--- src/rtl/serial_sub2.sv ---
// serial_sub2: multi-cycle subtractor computing a - b - bin two bits per cycle.
// Operands are latched on an accepted start. The borrow ripples through
// WIDTH/2 slices, LSB slice first. A one-cycle done pulse marks a valid
// diff/bout/ovf, and those outputs then hold until the next accepted start.
module serial_sub2 #(
  parameter int WIDTH = 8
) (
  input  logic             clk,
  input  logic             rst_n,
  input  logic             start,
  input  logic [WIDTH-1:0] a,
  input  logic [WIDTH-1:0] b,
  input  logic             bin,
  output logic [WIDTH-1:0] diff,
  output logic             bout,
  output logic             ovf,
  output logic             busy,
  output logic             done
);

  localparam int SLICES = WIDTH / 2;
  localparam int CNT_W  = (SLICES > 1) ? $clog2(SLICES) : 1;
  localparam logic [CNT_W-1:0] LAST = CNT_W'(SLICES - 1);

  typedef enum logic [1:0] {
    S_IDLE = 2'd0,
    S_RUN  = 2'd1,
    S_DONE = 2'd2
  } state_t;

  state_t           r_state;
  logic [WIDTH-1:0] r_a;
  logic [WIDTH-1:0] r_b;
  logic [WIDTH-1:0] r_diff;
  logic [CNT_W-1:0] r_cnt;
  logic             r_borrow;
  logic             r_bout;
  logic             r_ovf;
  logic             r_busy;
  logic             r_done;

  logic [CNT_W:0]   w_base;
  logic [1:0]       w_a2;
  logic [1:0]       w_b2;
  logic [2:0]       w_res;
  logic             w_last;
  logic             w_accept;

  // Two-bit ripple-borrow subtract: returns {borrow_out, d1, d0}.
  function automatic logic [2:0] sub2_slice(input logic [1:0] x,
                                            input logic [1:0] y,
                                            input logic       bi);
    logic d0, d1, b1, b2;
    d0 = x[0] ^ y[0] ^ bi;
    b1 = (~x[0] & y[0]) | (~(x[0] ^ y[0]) & bi);
    d1 = x[1] ^ y[1] ^ b1;
    b2 = (~x[1] & y[1]) | (~(x[1] ^ y[1]) & b1);
    return {b2, d1, d0};
  endfunction

  // Bit offset of the current slice is twice the slice counter.
  assign w_base   = {r_cnt, 1'b0};
  assign w_a2     = r_a[w_base +: 2];
  assign w_b2     = r_b[w_base +: 2];
  assign w_res    = sub2_slice(w_a2, w_b2, r_borrow);
  assign w_last   = (r_cnt == LAST);
  assign w_accept = rst_n && (r_state == S_IDLE) && start;

  // Operand capture at an accepted start; operands need no reset value.
  always_ff @(posedge clk) begin
    if (w_accept) begin
      r_a <= a;
      r_b <= b;
    end
  end

  // Control FSM and result registers; reset aborts any operation in flight.
  always_ff @(posedge clk) begin
    if (!rst_n) begin
      r_state  <= S_IDLE;
      r_cnt    <= '0;
      r_borrow <= 1'b0;
      r_diff   <= '0;
      r_bout   <= 1'b0;
      r_ovf    <= 1'b0;
      r_busy   <= 1'b0;
      r_done   <= 1'b0;
    end else begin
      case (r_state)
        S_IDLE: begin
          if (start) begin
            r_borrow <= bin;
            r_cnt    <= '0;
            r_diff   <= '0;
            r_bout   <= 1'b0;
            r_ovf    <= 1'b0;
            r_busy   <= 1'b1;
            r_state  <= S_RUN;
          end
        end
        S_RUN: begin
          r_diff[w_base +: 2] <= w_res[1:0];
          r_borrow            <= w_res[2];
          if (w_last) begin
            // Last slice: w_res[1] is the final diff MSB.
            r_bout  <= w_res[2];
            r_ovf   <= (r_a[WIDTH-1] != r_b[WIDTH-1]) &&
                       (w_res[1] != r_a[WIDTH-1]);
            r_done  <= 1'b1;
            r_state <= S_DONE;
          end else begin
            r_cnt <= r_cnt + 1'b1;
          end
        end
        S_DONE: begin
          r_done  <= 1'b0;
          r_busy  <= 1'b0;
          r_state <= S_IDLE;
        end
        default: begin
          r_done  <= 1'b0;
          r_busy  <= 1'b0;
          r_state <= S_IDLE;
        end
      endcase
    end
  end

  assign diff = r_diff;
  assign bout = r_bout;
  assign ovf  = r_ovf;
  assign busy = r_busy;
  assign done = r_done;

endmodule

--- config.mk ---
export PLATFORM = sky130hd
export DESIGN_NAME = serial_sub2
export DESIGN_NICKNAME = d
export VERILOG_FILES = /design/src/rtl/serial_sub2.sv
export SDC_FILE = /design/constraint.sdc
export NUM_CORES = 1
export LEC_CHECK = 0
export ABC_CLOCK_PERIOD_IN_PS = 3310
export BUFFER_PORTS_ARGS = -buffer_cell sky130_fd_sc_hd__buf_2
export CAP_MARGIN = 25
export CORE_ASPECT_RATIO = 1.75
export CORE_UTILIZATION = 52
export CTS_CLUSTER_SIZE = 16
export DETAILED_ROUTE_END_ITERATION = 10
export GPL_ROUTABILITY_DRIVEN = 0
export PLACE_DENSITY = 0.87
export SYNTH_ARGS = -nofsm -noshare
export SYNTH_HDL_FRONTEND = slang
export SYNTH_SLANG_ARGS = --single-unit
--- constraint.sdc ---
create_clock -name clk -period 3.31 [get_ports clk]
set_input_delay 0.993 -clock clk [delete_from_list [all_inputs] [get_ports clk]]
set_output_delay 0.993 -clock clk [all_outputs]
set_load 0.02 [all_outputs]
==> results of run 1 <==
==> worst max-delay path: cells and delay by family, from the launching register on <==
family / cells / cell delay [ps]
mux: 1 / 580
flops: 1 / 620
fa+ha+maj: 2 / 890
simple gates: 1 / 160
compound gates: 2 / 270
==> registers in the layout (all words and copies together), names as in the netlist <==
name and count:
bout 1, done 1, busy 1, diff 8, r_b 8, r_borrow 1
r_a 8, ovf 1, r_state 2, r_cnt 2
==> final cells by class <==
class / instances / area (sq um) / share of cell area
well taps: 26 / 32.5 / 0.0195
clock buffers: 6 / 72.6 / 0.0435
multi-input cells: 69 / 522 / 0.313
repair buffers: 32 / 163 / 0.0975
clock inverters: 2 / 10.0 / 0.00600
flip-flops and latches: 33 / 821 / 0.492
inverters: 13 / 48.8 / 0.0292
==> per-layer routing <==
layer / part of all wire / vias up
li1: - / 494
met1: 0.34 / 459
met2: 0.57 / 41
met3: 0.054 / 8
met4: 0.029 / 0
met5: 0 / -
==> cell usage after synthesis <==
library cell	count
nand3b_1	1
edfxtp_1	16
or4b_1	1
a31oi_1	2
mux4_2	4
o21ai_0	4
fa_1	2
nor2b_1	1
buf_2	1
dfxtp_1	17
ha_1	4
and2b_1	1
nand2b_1	4
nor2_1	4
nand3_1	6
o22ai_1	9
a21oi_1	5
buf_4	1
and3_1	1
clkbuf_1	1
a221oi_1	1
o21bai_1	1
o2bb2ai_1	1
and4bb_2	1
nand2_1	12
mux2i_1	3
inv_1	13
and3_2	1
==> where the power goes <==
part / switching, uW / internal (uW) / total, uW
sequential: 14.5 / 445 / 460
clock: 134 / 145 / 279
combinational: 46.8 / 42.9 / 89.6
total: 195 / 633 / 829
==> through the flow <==
step	hold WS, ps	area, sq um
2_1_floorplan	467	1410
4_1_cts	449	1670
6_report	449	1670
3_5_place_dp	439	1590
3_3_place_gp	432	1590
5_1_grt	467	1670
==> worst max-delay path by stage <==
stage / start / to / slack (ps)
after floorplan: r_cnt[0] / ovf / 1000
after global placement: r_cnt[0] / ovf / 810
after detailed placement: r_cnt[0] / ovf / 740
after CTS: r_cnt[0] / ovf / 720
after global routing: r_cnt[0] / ovf / 590
final: r_cnt[0] / ovf / 740
==> cell families after synthesis <==
kind of cell | after synthesis | synth area share
AND/OR/NAND/NOR | 33 | 0.123
flip-flops | 33 | 0.583
AO/OA/AOI/OAI | 23 | 0.0987
multiplexers | 7 | 0.0853
adder cells (fa/ha/maj) | 6 | 0.0640
buffers and inverters | 16 | 0.0462
==> placed cells by master (no fill, tap or decap) <==
master and count:
inv_1 13, fa_1 2, o2bb2ai_1 1, and4bb_2 1, nand2b_1 4, dfxtp_1 17, or4b_1 1, nand2_1 12
clkinv_2 2, a221oi_1 1, a31oi_1 2, and3_2 1, nor2b_1 1, nand3_1 6, o21ai_0 4, nor2_1 4
o21bai_1 1, edfxtp_1 16, nand3b_1 1, clkbuf_8 5, ha_1 4, clkbuf_1 1, a21oi_1 5, mux2i_1 3
buf_2 31, buf_4 1, o22ai_1 9, and3_1 1, and2b_1 1, mux4_2 4
==> flow_summary.yaml, run 1 <==
global_route:
  grt_use_met3: 0.0784
  grt_pass1_wl_mm: 4.00
  met1_usage: 0.189
  busiest_layer: "met2"
  grt_use_total: 0.208
  first_global_vias: 1018
  use_met2: 0.358
  grt_overflow_total: 0
  antenna_found_initial: 0
  grt_max_degree: 17
timing:
  fin_skew_ps: 4.28
  max_freq_ghz: 0.389
  tns_ps: 0
  slew_viol_final: 0
  slew_headroom: 0.658
  finalSetupViolCount: 0
  fin_ws_ps: 737
  post-route-period-util: 0.777
  worstMarginPinSlew_ps: 512
  period_needed_ps: 2570
  hold_viol_final: 0
  rsz0062_at_grt: "false"
setup_path:
  cp_cell_sequence: "mux4_2 -> fa_1 -> fa_1 -> nand2b_1 -> o21ai_0 -> o2bb2ai_1"
  reg2reg_from: "r_cnt[0]"
  cp-start-kind: "register"
  critPathMaxFanout: 12
  cp_common_cell: "fa_1"
  criticalPathCategory: "register to register"
  reg2reg_depth: 6
  required_ps: 3520
  r2r_end: "ovf"
  arrival_ps: 2790
  rrSetupSlack_ps: 740
  end_kind: "register"
  max_stage_delay_ps: 620
  slowest_stage: "dfxtp_1"
outcome:
  status: "finished, final reports clean"
min_path:
  worstHoldPathCells: 2
  min_from: "diff[4]"
  hold_class: "register to register"
  worstHoldEndpoint: "diff[4]"
finish:
  finalNonFillerCells: 181
  fin_nets: 180
  layout-drive-gt1-share: 0.290
  area_delta_synth_final_pct: 18.6
  fill_cells: 208
  fin_util: 0.662
  diodes: 0
drt:
  num_vias: 1002
  routed_wl_mm: 2.48
  postRouteAntennaNets: 0
  first_pass_iters: 4
  viasPerCell: 5.54
  drc: 0
  avgRoutedWirePerCell_um: 13.7
  drt_iter0_markers: 31
power_and_ir_drop:
  powerDensity_nw_per_um2: 497
  p_leak_uw: 0.000668
  vdd_ir_drop_max_mv: 0.328
  p_total_uw: 829
floorplan:
  die_h_um: 70.8
  rows: 24
  start_util: 0.558
  die-area_sq_um: 2930
  ios: 32
  die_x_um: 41.3
  fp.coreArea_sq_um: 2520
yosys:
  synth_area_leader_cell: "edfxtp_1"
  syn_avg_cell_area_sq_um: 11.9
  synth_cell_types: 28
  synth_area_leaders: "edfxtp_1 (34%), dfxtp_1 (24%), mux4_2 (6.4%), o22ai_1 (4.0%), ha_1 (3.6%)"
  syn_inst: 118
  synth_top_cell_area_share: 0.341
  yosysWarnings: 0
  syn_nets: 144
  synth_seq_area_share: 0.583
  syn_area_sq_um: 1410
  ys_seq_elements: 33
placed_design:
  io_buffers: 31
  placed_cells: 173
  dp_slack_ps: 736
  hpwl_mm: 1.92
clocking:
  clock_sinks: 33
  cts_resized: 0
  cts_hold_buf: 0
  cts_buffers: 5
  clock_path_buffers: 2
  cts_setup_buffers: 0
  tritoncts: "yes"
  htreeDepth: 2
  cts_root_buf: "clkbuf_8"
  clkSlewWorstSetupHoldPaths_ps: 60
  clock_latency_ps: 280
job:
  cap_violations: 0
Power figures use the tool's default switching activity.
==> run 2, diff against run 1 <==
--- a/config.mk
+++ b/config.mk
@@ -5,7 +5,7 @@
 export SDC_FILE = /design/constraint.sdc
 export NUM_CORES = 1
 export LEC_CHECK = 0
-export ABC_CLOCK_PERIOD_IN_PS = 3310
+export ABC_CLOCK_PERIOD_IN_PS = 2400
 export BUFFER_PORTS_ARGS = -buffer_cell sky130_fd_sc_hd__buf_2
 export CAP_MARGIN = 25
 export CORE_ASPECT_RATIO = 1.75
==> constraint.sdc (replaced) <==
create_clock -name clk -period 2.4 [get_ports clk]
set_input_delay 0.72 -clock clk [delete_from_list [all_inputs] [get_ports clk]]
set_output_delay 0.72 -clock clk [all_outputs]
set_load 0.02 [all_outputs]
==> run 2 against run 1 <==
Cell area increased by 2.4%. Highest routed layer unchanged. Wire length grew 6.1%. Critical endpoint unchanged. Sequential power up 37%. Non-clock buffer count grew 2. Worst setup slack lost 580 ps. Register-to-register slack got worse by 580 ps. Flip-flop and latch count unchanged. Critical path type unchanged. Core utilization up 1.6 points.
==> flow_summary.yaml, run 2 (same netlist as run 1, synthesis figures left out) <==
outcome:
  status: "finished, final reports clean"
drt:
  avgRoutedWirePerCell_um: 14.3
  wl_met3_um: 137
  postRouteAntennaNets: 0
  wl_met2_mm: 1.47
  routed_wl_mm: 2.63
  drc: 0
  highest_layer: "met4"
  drt_iter0_markers: 23
  num_vias: 1049
  first_pass_iters: 4
  met1_length_um: 912
  viasPerCell: 5.73
setup_path:
  slowest_stage: "mux4_2"
  cp_common_cell: "fa_1"
  max_stage_delay_ps: 520
  required_ps: 2610
  criticalPathCategory: "register to register"
  end_kind: "register"
  reg2reg_from: "r_cnt[0]"
  cp-start-kind: "register"
  critPathLaunch: "r_cnt[0]"
  cp_cell_sequence: "mux4_2 -> fa_1 -> fa_1 -> nand2b_1 -> o21ai_0 -> o2bb2ai_1"
  critPathMaxFanout: 3
  arrival_ps: 2450
power_and_ir_drop:
  p_clk_frac: 0.391
  p_leak_uw: 0.000687
  switching_share: 0.216
  vdd_ir_drop_max_mv: 0.654
  powerDensity_nw_per_um2: 733
  comb_power_share: 0.106
  cell_internal_pwr_uw: 982
  power_frac_seq: 0.504
  p_total_uw: 1250
  p_sw_uw: 271
clocking:
  cts_buffers: 5
  clkSlewWorstSetupHoldPaths_ps: 60
  cts_root_buf: "clkbuf_8"
  htreeDepth: 2
  clock_sinks: 33
  cts_setup_buffers: 0
  clock_path_buffers: 2
  tritoncts: "yes"
  clock_latency_ps: 280
finish:
  regArea_sq_um: 822
  layout-drive-gt1-share: 0.299
  final_common_cell: "buf_2"
  final_cell_mix: "buf_2 (31), dfxtp_1 (16), edfxtp_1 (16)"
  fill_cells: 201
  area_delta_synth_final_pct: 21.4
  diodes: 0
  fin_util: 0.678
  multi_input_area_sq_um: 522
  fin_nets: 182
job:
  cap_violations: 0
timing:
  finalSetupViolCount: 0
  hold_slack_ps: 452
  rsz0062_at_grt: "false"
  max_freq_ghz: 0.446
  post-route-period-util: 0.935
  fin_skew_ps: 3.58
  slew_headroom: 0.663
  period_needed_ps: 2240
  hold_viol_final: 0
  worstMarginPinSlew_ps: 505
  tns_ps: 0
  slew_viol_final: 0
floorplan:
  die_h_um: 70.8
  fp.coreArea_sq_um: 2520
  rows: 24
  die_x_um: 41.3
  die-area_sq_um: 2930
  ios: 32
  start_util: 0.558
global_route:
  grt_overflow_total: 0
  grt_use_total: 0.219
  antenna_found_initial: 0
  grt_pass1_wl_mm: 4.27
  first_global_vias: 1040
  grt_max_degree: 17
min_path:
  min_from: "diff[5]"
  hold_class: "register to register"
placed_design:
  io_buffers: 31
  hpwl_mm: 1.97
run 2: cell types whose count changed in the layout (fill, tap and decap cells not counted):
cell       previous run  this run
buf_4                 1         3
bufinv_16             0         1
clkinv_1              0         1
clkinv_2              2         0
dfxtp_1              17        16
dfxtp_2               0         1
run 2: cell type report:
| type | instances | area share |
|---|---|---|
| timing repair buffer | 34 | 0.104 |
| multi-input combinational | 69 | 0.305 |
| clock buffer | 6 | 0.0425 |
| inverter | 13 | 0.0286 |
| clock inverter | 2 | 0.0198 |
| sequential | 33 | 0.481 |
| tap | 26 | 0.0190 |
run 2: layer usage:
layer  global-route usage  vias to the layer above
met1                0.204                      499
met2                0.377                       45
met5                    0                        -
li1                     -                      497
met3               0.0815                        8
met4                0.111                        0
run 2: final timing paths:
path / end / slack, ps / cells after the start
worst max-delay path: ovf / 160 / 6
worst min-delay path: diff[5] / 450 / 2
worst max register to register: ovf / 160 / 6
worst min register to register: diff[5] / 450 / 2
run 2: worst max-delay path, delay by kind of cell (launching register included):
family	cells	cell delay [ps]
AO/OA/AOI/OAI	2	270
adder cells (fa/ha/maj)	2	870
flip-flops	1	370
multiplexers	1	520
AND/OR/NAND/NOR	1	150
run 2: power groups by stage:
stage	sequential (uW)	combinational, uW	clock, uW
6_report	631	133	489
5_1_grt	633	148	521
4_1_cts	630	133	502
3_5_place_dp	642	132	0
3_3_place_gp	640	126	0
2_1_floorplan	641	87.3	0
run 2: what timing repair did:
| item | in CTS | in global routing |
|---|---|---|
| gates resized for setup | 0 | 1 |
| hold buffers | 0 | 0 |
| setup endpoints to repair | 0 | 1 |
run 2: per-stage QoR:
step	instances	worst slack [ps]	cell area, sq um
global route	183	7.18	1710
CTS	183	78.6	1710
global placement	175	187	1600
detailed placement	175	99.8	1600
floorplan	118	91.5	1410
finish	183	156	1710
==> run 3, diff against run 2 <==
--- a/config.mk
+++ b/config.mk
@@ -9,11 +9,11 @@
 export BUFFER_PORTS_ARGS = -buffer_cell sky130_fd_sc_hd__buf_2
 export CAP_MARGIN = 25
 export CORE_ASPECT_RATIO = 1.75
-export CORE_UTILIZATION = 52
+export CORE_UTILIZATION = 50
 export CTS_CLUSTER_SIZE = 16
 export DETAILED_ROUTE_END_ITERATION = 10
 export GPL_ROUTABILITY_DRIVEN = 0
-export PLACE_DENSITY = 0.87
+export PLACE_DENSITY = 0.85
 export SYNTH_ARGS = -nofsm -noshare
 export SYNTH_HDL_FRONTEND = slang
 export SYNTH_SLANG_ARGS = --single-unit
==> run 3 against run 2 <==
Power is 6.5% lower. Count of clock-buffer cells in the layout shrank 1. Sequential power about the same. Register-to-register slack better by 20 ps. Core utilization shrank 4.7 points. Highest routed layer unchanged. Final cell count grew 0.55%. Non-clock buffer count is the same.
==> flow_summary.yaml, run 3 (same netlist as run 1, synthesis figures left out) <==
timing:
  slew_headroom: 0.668
  rsz0062_at_grt: "false"
  period_needed_ps: 2220
  hold_slack_ps: 449
  post-route-period-util: 0.926
  slew_viol_final: 0
  hold_viol_final: 0
  worstMarginPinSlew_ps: 498
  fin_skew_ps: 4.66
  tns_ps: 0
  finalSetupViolCount: 0
  max_freq_ghz: 0.450
clocking:
  cts_root_buf: "clkbuf_8"
  clkSlewWorstSetupHoldPaths_ps: 70
  clock_latency_ps: 290
  htreeDepth: 2
  cts_hold_buf: 0
  clock_sinks: 33
  cts_setup_buffers: 0
  cts_resized: 0
  cts_buffers: 5
  clock_path_buffers: 2
  tritoncts: "yes"
setup_path:
  cp-start-kind: "register"
  cp-endpoint: "ovf"
  reg2reg_depth: 6
  cp_common_cell: "fa_1"
  reg2reg_from: "r_cnt[0]"
  criticalPathCategory: "register to register"
  rrSetupSlack_ps: 180
  arrival_ps: 2440
  cpLargestDelayFamily: "adder cells"
  max_stage_delay_ps: 510
  critPathMaxFanout: 3
  end_kind: "register"
  path_buf_inv: 0
  r2r_end: "ovf"
  slowest_stage: "mux4_2"
  cp_cell_sequence: "mux4_2 -> fa_1 -> fa_1 -> nand2b_1 -> o21ai_0 -> o2bb2ai_1"
  critPathLaunch: "r_cnt[0]"
  cp.depth: 6
  required_ps: 2620
drt:
  drc: 0
  drt_iter0_markers: 21
  avgRoutedWirePerCell_um: 13.6
  first_pass_iters: 5
  postRouteAntennaNets: 0
  routed_wl_mm: 2.51
  num_vias: 1032
  viasPerCell: 5.61
global_route:
  antenna_found_initial: 0
  grt_use_total: 0.187
  grt_overflow_total: 0
  first_global_vias: 1028
  grt_max_degree: 17
  grt_pass1_wl_mm: 4.21
power_and_ir_drop:
  power_frac_seq: 0.537
  switching_share: 0.251
  p_leak_uw: 0.000671
  powerDensity_nw_per_um2: 691
  p_clk_frac: 0.350
  comb_power_share: 0.112
  p_sw_uw: 294
  cell_internal_pwr_uw: 877
  vdd_ir_drop_max_mv: 0.469
job:
  cap_violations: 0
placed_design:
  placed_area_sq_um: 1600
  hpwl_mm: 1.92
  io_buffers: 31
floorplan:
  ios: 32
  rows: 25
  fp.coreArea_sq_um: 2690
  die_h_um: 72.2
  die_x_um: 42.1
  start_util: 0.523
  die-area_sq_um: 3040
min_path:
  hold_class: "register to register"
  worstHoldPathCells: 2
finish:
  final_common_cell: "buf_2"
  fin_nets: 182
  multi_input_area_sq_um: 522
  final_cell_mix: "buf_2 (31), dfxtp_1 (16), edfxtp_1 (16)"
  regArea_sq_um: 822
  area_delta_synth_final_pct: 20.4
  layout-drive-gt1-share: 0.312
  diodes: 0
  final_area_sq_um: 1700
  fill_cells: 229
outcome:
  status: "finished, final reports clean"
run 3: cell count changes in the layout (fill, tap and decap cells not counted):
cell	delta
bufinv_16	-1
clkbuf_1	-1
clkinvlp_4	+3
clkinv_1	-1
run 3: cell type report:
class | instances | area share
Sequential cell | 33 | 0.485
Multi-Input combinational cell | 69 | 0.308
Timing Repair Buffer | 34 | 0.105
Clock buffer | 5 | 0.0406
Inverter | 13 | 0.0288
Tap cell | 27 | 0.0199
Clock inverter | 3 | 0.0133
run 3: worst min-delay path, delay by kind of cell, from the launching register on:
kind                   cells  cell delay, ps
buffers and inverters      1              50
AOI/OAI and AO/OA          1              50
DFF                        1             310
run 3: through the flow:
stage / worst slack [ps] / std cells / total power, uW / utilization
after floorplan: 91.5 / 118 / 728 / -
final: 177 / 184 / 1170 / 0.630
after global placement: 183 / 176 / 767 / 0.596
after global routing: 20.2 / 184 / 1220 / 0.630
after detailed placement: 136 / 176 / 772 / 0.596
after CTS: 116 / 184 / 1180 / 0.630
run 3: metal layers:
| metal | wire length [um] | GRT usage |
|---|---|---|
| met4 | 142 | 0.122 |
| met3 | 160 | 0.0647 |
| met1 | 899 | 0.183 |
| met2 | 1310 | 0.326 |
| met5 | 0 | 0 |
run 3: power by group through the flow:
stage	logic, uW	clock network (uW)	registers (uW)
2_1_floorplan	87.3	0	641
3_3_place_gp	127	0	640
3_5_place_dp	131	0	642
4_1_cts	132	424	629
5_1_grt	146	444	631
6_report	132	411	629
run 3: worst min path at each step:
stage / endpoint / slack (ps) / from
2_1_floorplan: r_borrow / 470 / r_borrow
3_5_place_dp: diff[4] / 440 / diff[4]
4_1_cts: diff[4] / 450 / diff[4]
5_1_grt: diff[5] / 480 / diff[5]
6_report: diff[4] / 450 / diff[4]
3_3_place_gp: busy / 430 / busy
